### src/rtl/alu_sequencer.sv
// Fetch/decode/execute/writeback sequencer sitting in front of a combinational 8-bit ALU.
// Owns a 4-entry register file and accepts one 16-bit instruction at a time over valid/ready.
module alu_sequencer #(
  parameter int          DATA_W      = 8,
  parameter logic [3:0]  NOP_OPCODE  = 4'hF,
  parameter int          EXEC_CYCLES = 1
) (
  input  logic              clk,
  input  logic              reset,
  input  logic              instr_valid,
  output logic              instr_ready,
  input  logic [15:0]       instr,
  output logic [3:0]        alu_opcode,
  output logic [DATA_W-1:0] alu_a,
  output logic [DATA_W-1:0] alu_b,
  input  logic [DATA_W-1:0] alu_out,
  input  logic [3:0]        alu_flag,
  output logic              done,
  output logic [DATA_W-1:0] result,
  output logic [3:0]        flags,
  output logic              illegal,
  input  logic [1:0]        dbg_addr,
  output logic [DATA_W-1:0] dbg_data
);

  typedef enum logic [1:0] {IDLE, READ, EXEC, WB} state_t;

  state_t              state;
  state_t              state_nxt;
  logic [15:0]         instr_q;
  logic [3:0]          exec_cnt;
  logic [DATA_W-1:0]   regs [4];
  logic [DATA_W-1:0]   cap_out;
  logic [3:0]          cap_flag;

  logic [3:0]          op;
  logic [1:0]          rd;
  logic [1:0]          rs1;
  logic [1:0]          rs2;
  logic [DATA_W-1:0]   imm;
  logic                is_alu;
  logic                is_ldi;
  logic                is_nop;
  logic                exec_last;

  assign op        = instr_q[15:12];
  assign rd        = instr_q[11:10];
  assign rs1       = instr_q[9:8];
  assign rs2       = instr_q[7:6];
  assign imm       = DATA_W'(instr_q[7:0]);
  assign is_alu    = (op <= 4'd6);
  assign is_ldi    = (op == 4'h8);
  assign is_nop    = (op == 4'hF);
  assign exec_last = (exec_cnt == 4'(EXEC_CYCLES - 1));
  assign dbg_data  = regs[dbg_addr];

  always_ff @(posedge clk) begin
    if (reset) state <= IDLE;
    else       state <= state_nxt;
  end

  always_comb begin
    state_nxt   = state;
    instr_ready = 1'b0;
    done        = 1'b0;
    illegal     = 1'b0;
    unique case (state)
      IDLE: begin
        instr_ready = 1'b1;
        if (instr_valid) state_nxt = READ;
      end
      READ:    state_nxt = is_alu ? EXEC : WB;
      EXEC:    if (exec_last) state_nxt = WB;
      WB: begin
        done      = 1'b1;
        illegal   = ~(is_alu | is_ldi | is_nop);
        state_nxt = IDLE;
      end
      default: state_nxt = IDLE;
    endcase
  end

  // Operands are sampled once in READ and held, so a/b stay stable for the whole EXEC window.
  always_ff @(posedge clk) begin
    if (reset) begin
      instr_q    <= '0;
      exec_cnt   <= '0;
      alu_opcode <= NOP_OPCODE;
      alu_a      <= '0;
      alu_b      <= '0;
      cap_out    <= '0;
      cap_flag   <= '0;
      result     <= '0;
      flags      <= '0;
      for (int i = 0; i < 4; i++) regs[i] <= '0;
    end else begin
      unique case (state)
        IDLE: if (instr_valid) instr_q <= instr;
        READ: begin
          alu_a    <= regs[rs1];
          alu_b    <= regs[rs2];
          exec_cnt <= '0;
          if (is_alu) alu_opcode <= op;
        end
        EXEC: begin
          if (exec_last) begin
            cap_out    <= alu_out;
            cap_flag   <= alu_flag;
            alu_opcode <= NOP_OPCODE;
          end else begin
            exec_cnt <= exec_cnt + 4'd1;
          end
        end
        WB: begin
          if (is_alu) begin
            regs[rd] <= cap_out;
            result   <= cap_out;
            flags    <= cap_flag;
          end else if (is_ldi) begin
            regs[rd] <= imm;
            result   <= imm;
          end
        end
        default: ;
      endcase
    end
  end

endmodule

### config.mk
export PLATFORM = sky130hd
export DESIGN_NAME = alu_sequencer
export DESIGN_NICKNAME = d
export VERILOG_FILES = /design/src/rtl/alu_sequencer.sv
export SDC_FILE = /design/constraint.sdc
export NUM_CORES = 1
export LEC_CHECK = 0
export BUFFER_PORTS_ARGS = -buffer_cell sky130_fd_sc_hd__buf_2
export CORE_MARGIN = 3
export CORE_UTILIZATION = 25
export CTS_CLUSTER_DIAMETER = 150
export DETAILED_ROUTE_END_ITERATION = 16
export GPL_TIMING_DRIVEN = 0
export HOLD_SLACK_MARGIN = 0.08
export PLACE_DENSITY = 0.53
export SLEW_MARGIN = 10
export SYNTH_ARGS = -nofsm -noshare
export SYNTH_HDL_FRONTEND = slang
export SYNTH_SLANG_ARGS = --single-unit
### constraint.sdc
create_clock -name clk -period 2.2 [get_ports clk]
set_input_delay 0.22 -clock clk [delete_from_list [all_inputs] [get_ports clk]]
set_output_delay 0.22 -clock clk [all_outputs]
set_load 0.005 [all_outputs]
==> results.md <==
Status:
- The flow ran to the end, and the final reports show no timing, DRC or antenna violations.

CTS:
- TritonCTS created 9 clock buffers.
- The TritonCTS sink count is just under 100.
- The maximum root-to-sink buffer count is 2.
- The CTS clock-pin slew for the worst setup and hold paths is around 70 ps.
- TritonCTS built the clock tree.
- The latest clock arrival within the worst-skew pair is 350 ps.
- The H-tree was split into 3 levels.
- The hold buffer count at cts is 0.
- The cell sitting at the root of the clock tree is a sky130_fd_sc_hd__clkbuf_16.

Global routing:
- The first-pass GRT wire length is around 19 mm.
- The total routing usage reported by global routing is between 10 and 15%.
- Entering global routing, the biggest net connects 17 pins.
- The number of antenna violations at the first check in global routing came to 0.
- After global routing the overflow that remains totals 0.
- The number of global-route vias before repair is 3498.

Placed design:
- During placement, the flow inserted port buffers numbering 73.
- Routability-driven placement finished with a final weighted congestion of between 0.7 and 0.8.
- The placed instances occupy a cell area of 0.00517 sq mm.
- The wire-length estimate of the detail-placed layout is a little under 9 mm.
- At the placement stage, the worst setup path has a slack of -300 ps.

Worst setup path:
- The signal on the critical path passes through ha_2 -> buf_6 -> and2b_2 -> nand4_2 -> mux2i_2 -> nor2_1.
- The largest fanout of any net on the critical path is 10.
- The kind of critical path is reg -> reg.
- For the worst setup path, the data arrival time is around 2200 ps.
- The standard cell with the maximum stage delay on the critical path is sky130_fd_sc_hd__mux2i_2.
- The delay of the slowest cell on the worst path is just under 500 ps.
- The critical path startpoint category is a flip-flop.
- STA classifies the critical path endpoint as a flip-flop.
- The length in cells of the worst reg-to-reg path is 6.
- The required time of the worst setup path is between 2000 and 2500 ps.

STA:
- The max-slew violation count is 0.
- Setup violations remaining at the end of the flow were counted as 0.
- At the pin with the least slew margin, the transition time is roughly 740 ps.
- The total count of hold-check failures in the final report is 0.
- The maximum clock frequency is around 470 MHz.
- The final clock period utilization by the worst path is a little over nine tenths.
- The final worst clock skew is roughly 9.6 ps.
- The clock period could shrink to approximately 2100 ps.
- After layout, the worst setup slack is ~63 ps.
- Setup repair after global routing could not meet its margin everywhere.
- The relative slew slack is roughly half.

Logic synthesis:
- The synthesized netlist net count is ~460.
- The number of different library cells in the post-synthesis netlist is 41.
- Sequential elements use between 50 and 60% of the synthesized area.
- The number of flip-flops and latches in the synthesized netlist is roughly 100.
- The fraction of post-synthesis cell area in the top cell type by area is approximately 29%.
- The count of yosys warnings during synthesis is 0.
- After synthesis, the cell types taking the most area are sky130_fd_sc_hd__dfxtp_1 29%, sky130_fd_sc_hd__edfxtp_1 21%, sky130_fd_sc_hd__mux4_2 12%.
- The synthesized design spends more area on one cell type than any other, namely sky130_fd_sc_hd__dfxtp_1.
- The average size of a mapped cell is 10.8 sq um.
- The area of the mapped netlist is between 0.004 and 0.005 sq mm.
- The number of standard cells after synthesis is 419.

Route:
- The final route contains 3354 vias.
- The routed wirelength normalized by instance count is 16.0 microns.
- The residual DRC count is 0.
- The number of violations reported at the end of detailed-routing iteration 0 is ~180.
- The remaining antenna violation count is 0.
- Using the TritonRoute via totals, the vias-per-cell ratio works out to about 4.6.
- The routed design has between 10 and 15 mm of wire.
- The number of iterations in the first detailed-routing pass is 4.

Die:
- 76 I/O pins were placed.
- The floorplan step defined a die boundary enclosing 0.0197 sq mm.
- In this run the standard cell core region covers 0.0175 sq mm.
- Once the floorplan was initialized, standard cells occupied about a quarter of the core.
- The horizontal extent of the die is about 140 microns.
- The y dimension of the die is approximately 140 microns.
- The number of standard-cell rows in the floorplan is 48.

Cells and area:
- The design area is about 0.0055 sq mm.
- The sequential cells in the finished layout cover a total of roughly 0.0023 sq mm.
- After filler insertion, the fill cell instance count of the layout stands at about 1800.
- In the final layout, the multi-input gates occupy between 0.002 and 0.0025 sq mm.
- The area growth from synthesis to layout is 22.2%.
- Cells fill 31.6% of the core in the end.
- The final layout net count is around 540.
- The repair_antennas step left the layout with diodes totalling 0.
- Of the cells placed in the final design, the portion with a size suffix greater than 1 is 30.6%.

Power:
- The internal portion of the total power is 3.60 mW.
- The maximum vdd ir drop is between 0.4 and 0.5 mV.
- The combinational cell fraction of total power is a little under 30%.
- The ratio of total power to cell area is just under 1000 mW/mm^2.
- For this design the total switching power over the nets is around 1.7 mW.
- The leakage power of the design is between 2 and 2.5 nW.
- The sum of internal, switching and leakage power is about 5.3 mW.
- Sequential cells burn a little over two fifths of the power.
- Per report_power, the clock group accounts for about 28% of the total.
- The switching share of total power is between 30 and 40%.

Worst hold path:
- The depth of the worst hold-timing path is 3.
- The class of the worst hold path is in -> reg.

Flow run:
- The number of violations of the max-capacitance limit is 0.
-- through the flow --
step,cells,hold WS (ps),TNS [ps]
6_report,734,103,0
5_1_grt,734,104,-137
4_1_cts,733,92.0,0
3_5_place_dp,717,449,-7940
3_3_place_gp,717,446,-7290
2_1_floorplan,419,356,0
-- cell usage in the layout, fill, tap and decap left out, drive strengths merged, types with 6 or more instances in the layout --
cell type	n
buf	89
dfxtp	66
nand2	65
nor2	64
mux2i	39
a21oi	36
edfxtp	32
mux4	24
clkbuf	24
inv	9
mux2	8
ha	6
-- critical path, delay by kind of cell, from the launching register on --
| kind | cells | cell delay, ps |
|---|---|---|
| muxes | 1 | 490 |
| adders and majority gates | 1 | 200 |
| buffers and inverters | 1 | 140 |
| DFF | 1 | 370 |
| and+or+nand+nor | 3 | 670 |
-- timing repair --
item | in CTS | in global routing
hold endpoints to repair | 0 | 0
buffers inserted | 0 | 1
gates cloned | 0 | 0
resized for setup | 9 | 13
setup endpoints to repair | 33 | 56
-- final cells by class --
type,count,share of cell area [%]
buffer,29,2.67
clock buffer,10,4.33
clock inverter,6,0.725
inverter,7,0.476
multi-input combinational,285,38.6
sequential,98,41.4
tap,225,5.10
timing repair buffer,74,6.75
-- flip-flops by register name, indices dropped and copies added, names as in the netlist --
name / cells
instr_q: 16
alu_b: 8
alu_a: 8
exec_cnt: 4
state: 2
result: 8
flags: 4
regs: 32
cap_flag: 4
alu_opcode: 4
cap_out: 8
-- path summary, 6_finish.rpt --
| path | from | endpoint | slack [ps] |
|---|---|---|---|
| setup / recovery | state[0] | regs[0][2] | 60 |
| hold / removal | alu_flag[0] | cap_flag[0] | 100 |
| setup reg to reg | state[0] | regs[0][2] | 60 |
| hold reg to reg | cap_flag[2] | cap_flag[2] | 470 |
-- cells by family after synthesis --
logic type               count (synthesis)  share of synthesized area, %
buffers and inverters                   36                          3.68
AO/OA/AOI/OAI                           51                          6.50
AND/OR/NAND/NOR                        157                          15.1
adder cells (fa/ha/maj)                  6                          1.66
flip-flops                              98                          50.5
multiplexers                            71                          22.6
-- cell usage after synthesis --
| cell type | instances |
|---|---|
| sky130_fd_sc_hd__a21oi_1 | 35 |
| sky130_fd_sc_hd__a21oi_2 | 1 |
| sky130_fd_sc_hd__a221oi_1 | 2 |
| sky130_fd_sc_hd__a22oi_1 | 1 |
| sky130_fd_sc_hd__a31oi_1 | 1 |
| sky130_fd_sc_hd__a32oi_1 | 2 |
| sky130_fd_sc_hd__a41oi_1 | 1 |
| sky130_fd_sc_hd__and2_1 | 2 |
| sky130_fd_sc_hd__and2b_2 | 1 |
| sky130_fd_sc_hd__buf_1 | 4 |
| sky130_fd_sc_hd__buf_2 | 7 |
| sky130_fd_sc_hd__buf_4 | 2 |
| sky130_fd_sc_hd__buf_6 | 2 |
| sky130_fd_sc_hd__clkbuf_1 | 14 |
| sky130_fd_sc_hd__dfxtp_1 | 66 |
| sky130_fd_sc_hd__edfxtp_1 | 32 |
| sky130_fd_sc_hd__ha_1 | 6 |
| sky130_fd_sc_hd__inv_1 | 7 |
| sky130_fd_sc_hd__mux2_2 | 8 |
| sky130_fd_sc_hd__mux2i_1 | 39 |
| sky130_fd_sc_hd__mux4_2 | 24 |
| sky130_fd_sc_hd__nand2_1 | 65 |
| sky130_fd_sc_hd__nand2b_1 | 5 |
| sky130_fd_sc_hd__nand3_1 | 5 |
| sky130_fd_sc_hd__nand4_2 | 1 |
| sky130_fd_sc_hd__nand4b_1 | 1 |
| sky130_fd_sc_hd__nand4bb_1 | 1 |
| sky130_fd_sc_hd__nor2_1 | 61 |
| sky130_fd_sc_hd__nor2_2 | 3 |
| sky130_fd_sc_hd__nor2b_1 | 2 |
| sky130_fd_sc_hd__nor3_1 | 5 |
| sky130_fd_sc_hd__nor3b_1 | 1 |
| sky130_fd_sc_hd__nor3b_2 | 1 |
| sky130_fd_sc_hd__o211ai_1 | 1 |
| sky130_fd_sc_hd__o21a_1 | 1 |
| sky130_fd_sc_hd__o21ai_0 | 2 |
| sky130_fd_sc_hd__o21ai_1 | 1 |
| sky130_fd_sc_hd__o21bai_1 | 1 |
| sky130_fd_sc_hd__o31ai_1 | 2 |
| sky130_fd_sc_hd__or3_1 | 1 |
| sky130_fd_sc_hd__or3b_1 | 2 |
-- power by group through the flow --
stage | clock [mW] | sequential [mW] | combinational, mW
2_1_floorplan | 0 | 2.28 | 1.08
3_3_place_gp | 0 | 2.31 | 1.51
3_5_place_dp | 0 | 2.32 | 1.54
4_1_cts | 1.53 | 2.29 | 1.56
5_1_grt | 1.61 | 2.33 | 1.72
6_report | 1.49 | 2.30 | 1.54
-- metal layers --
layer  GRT usage (%)  vias up  wire length [microns]
met5               0        -                      0
met4            3.52        0                    140
met3            3.24       10                    533
met2            19.7       74                   5450
met1            16.3     1622                   5590
li1                -     1648                      -
Note: power is estimated with default switching activity, not from simulation.
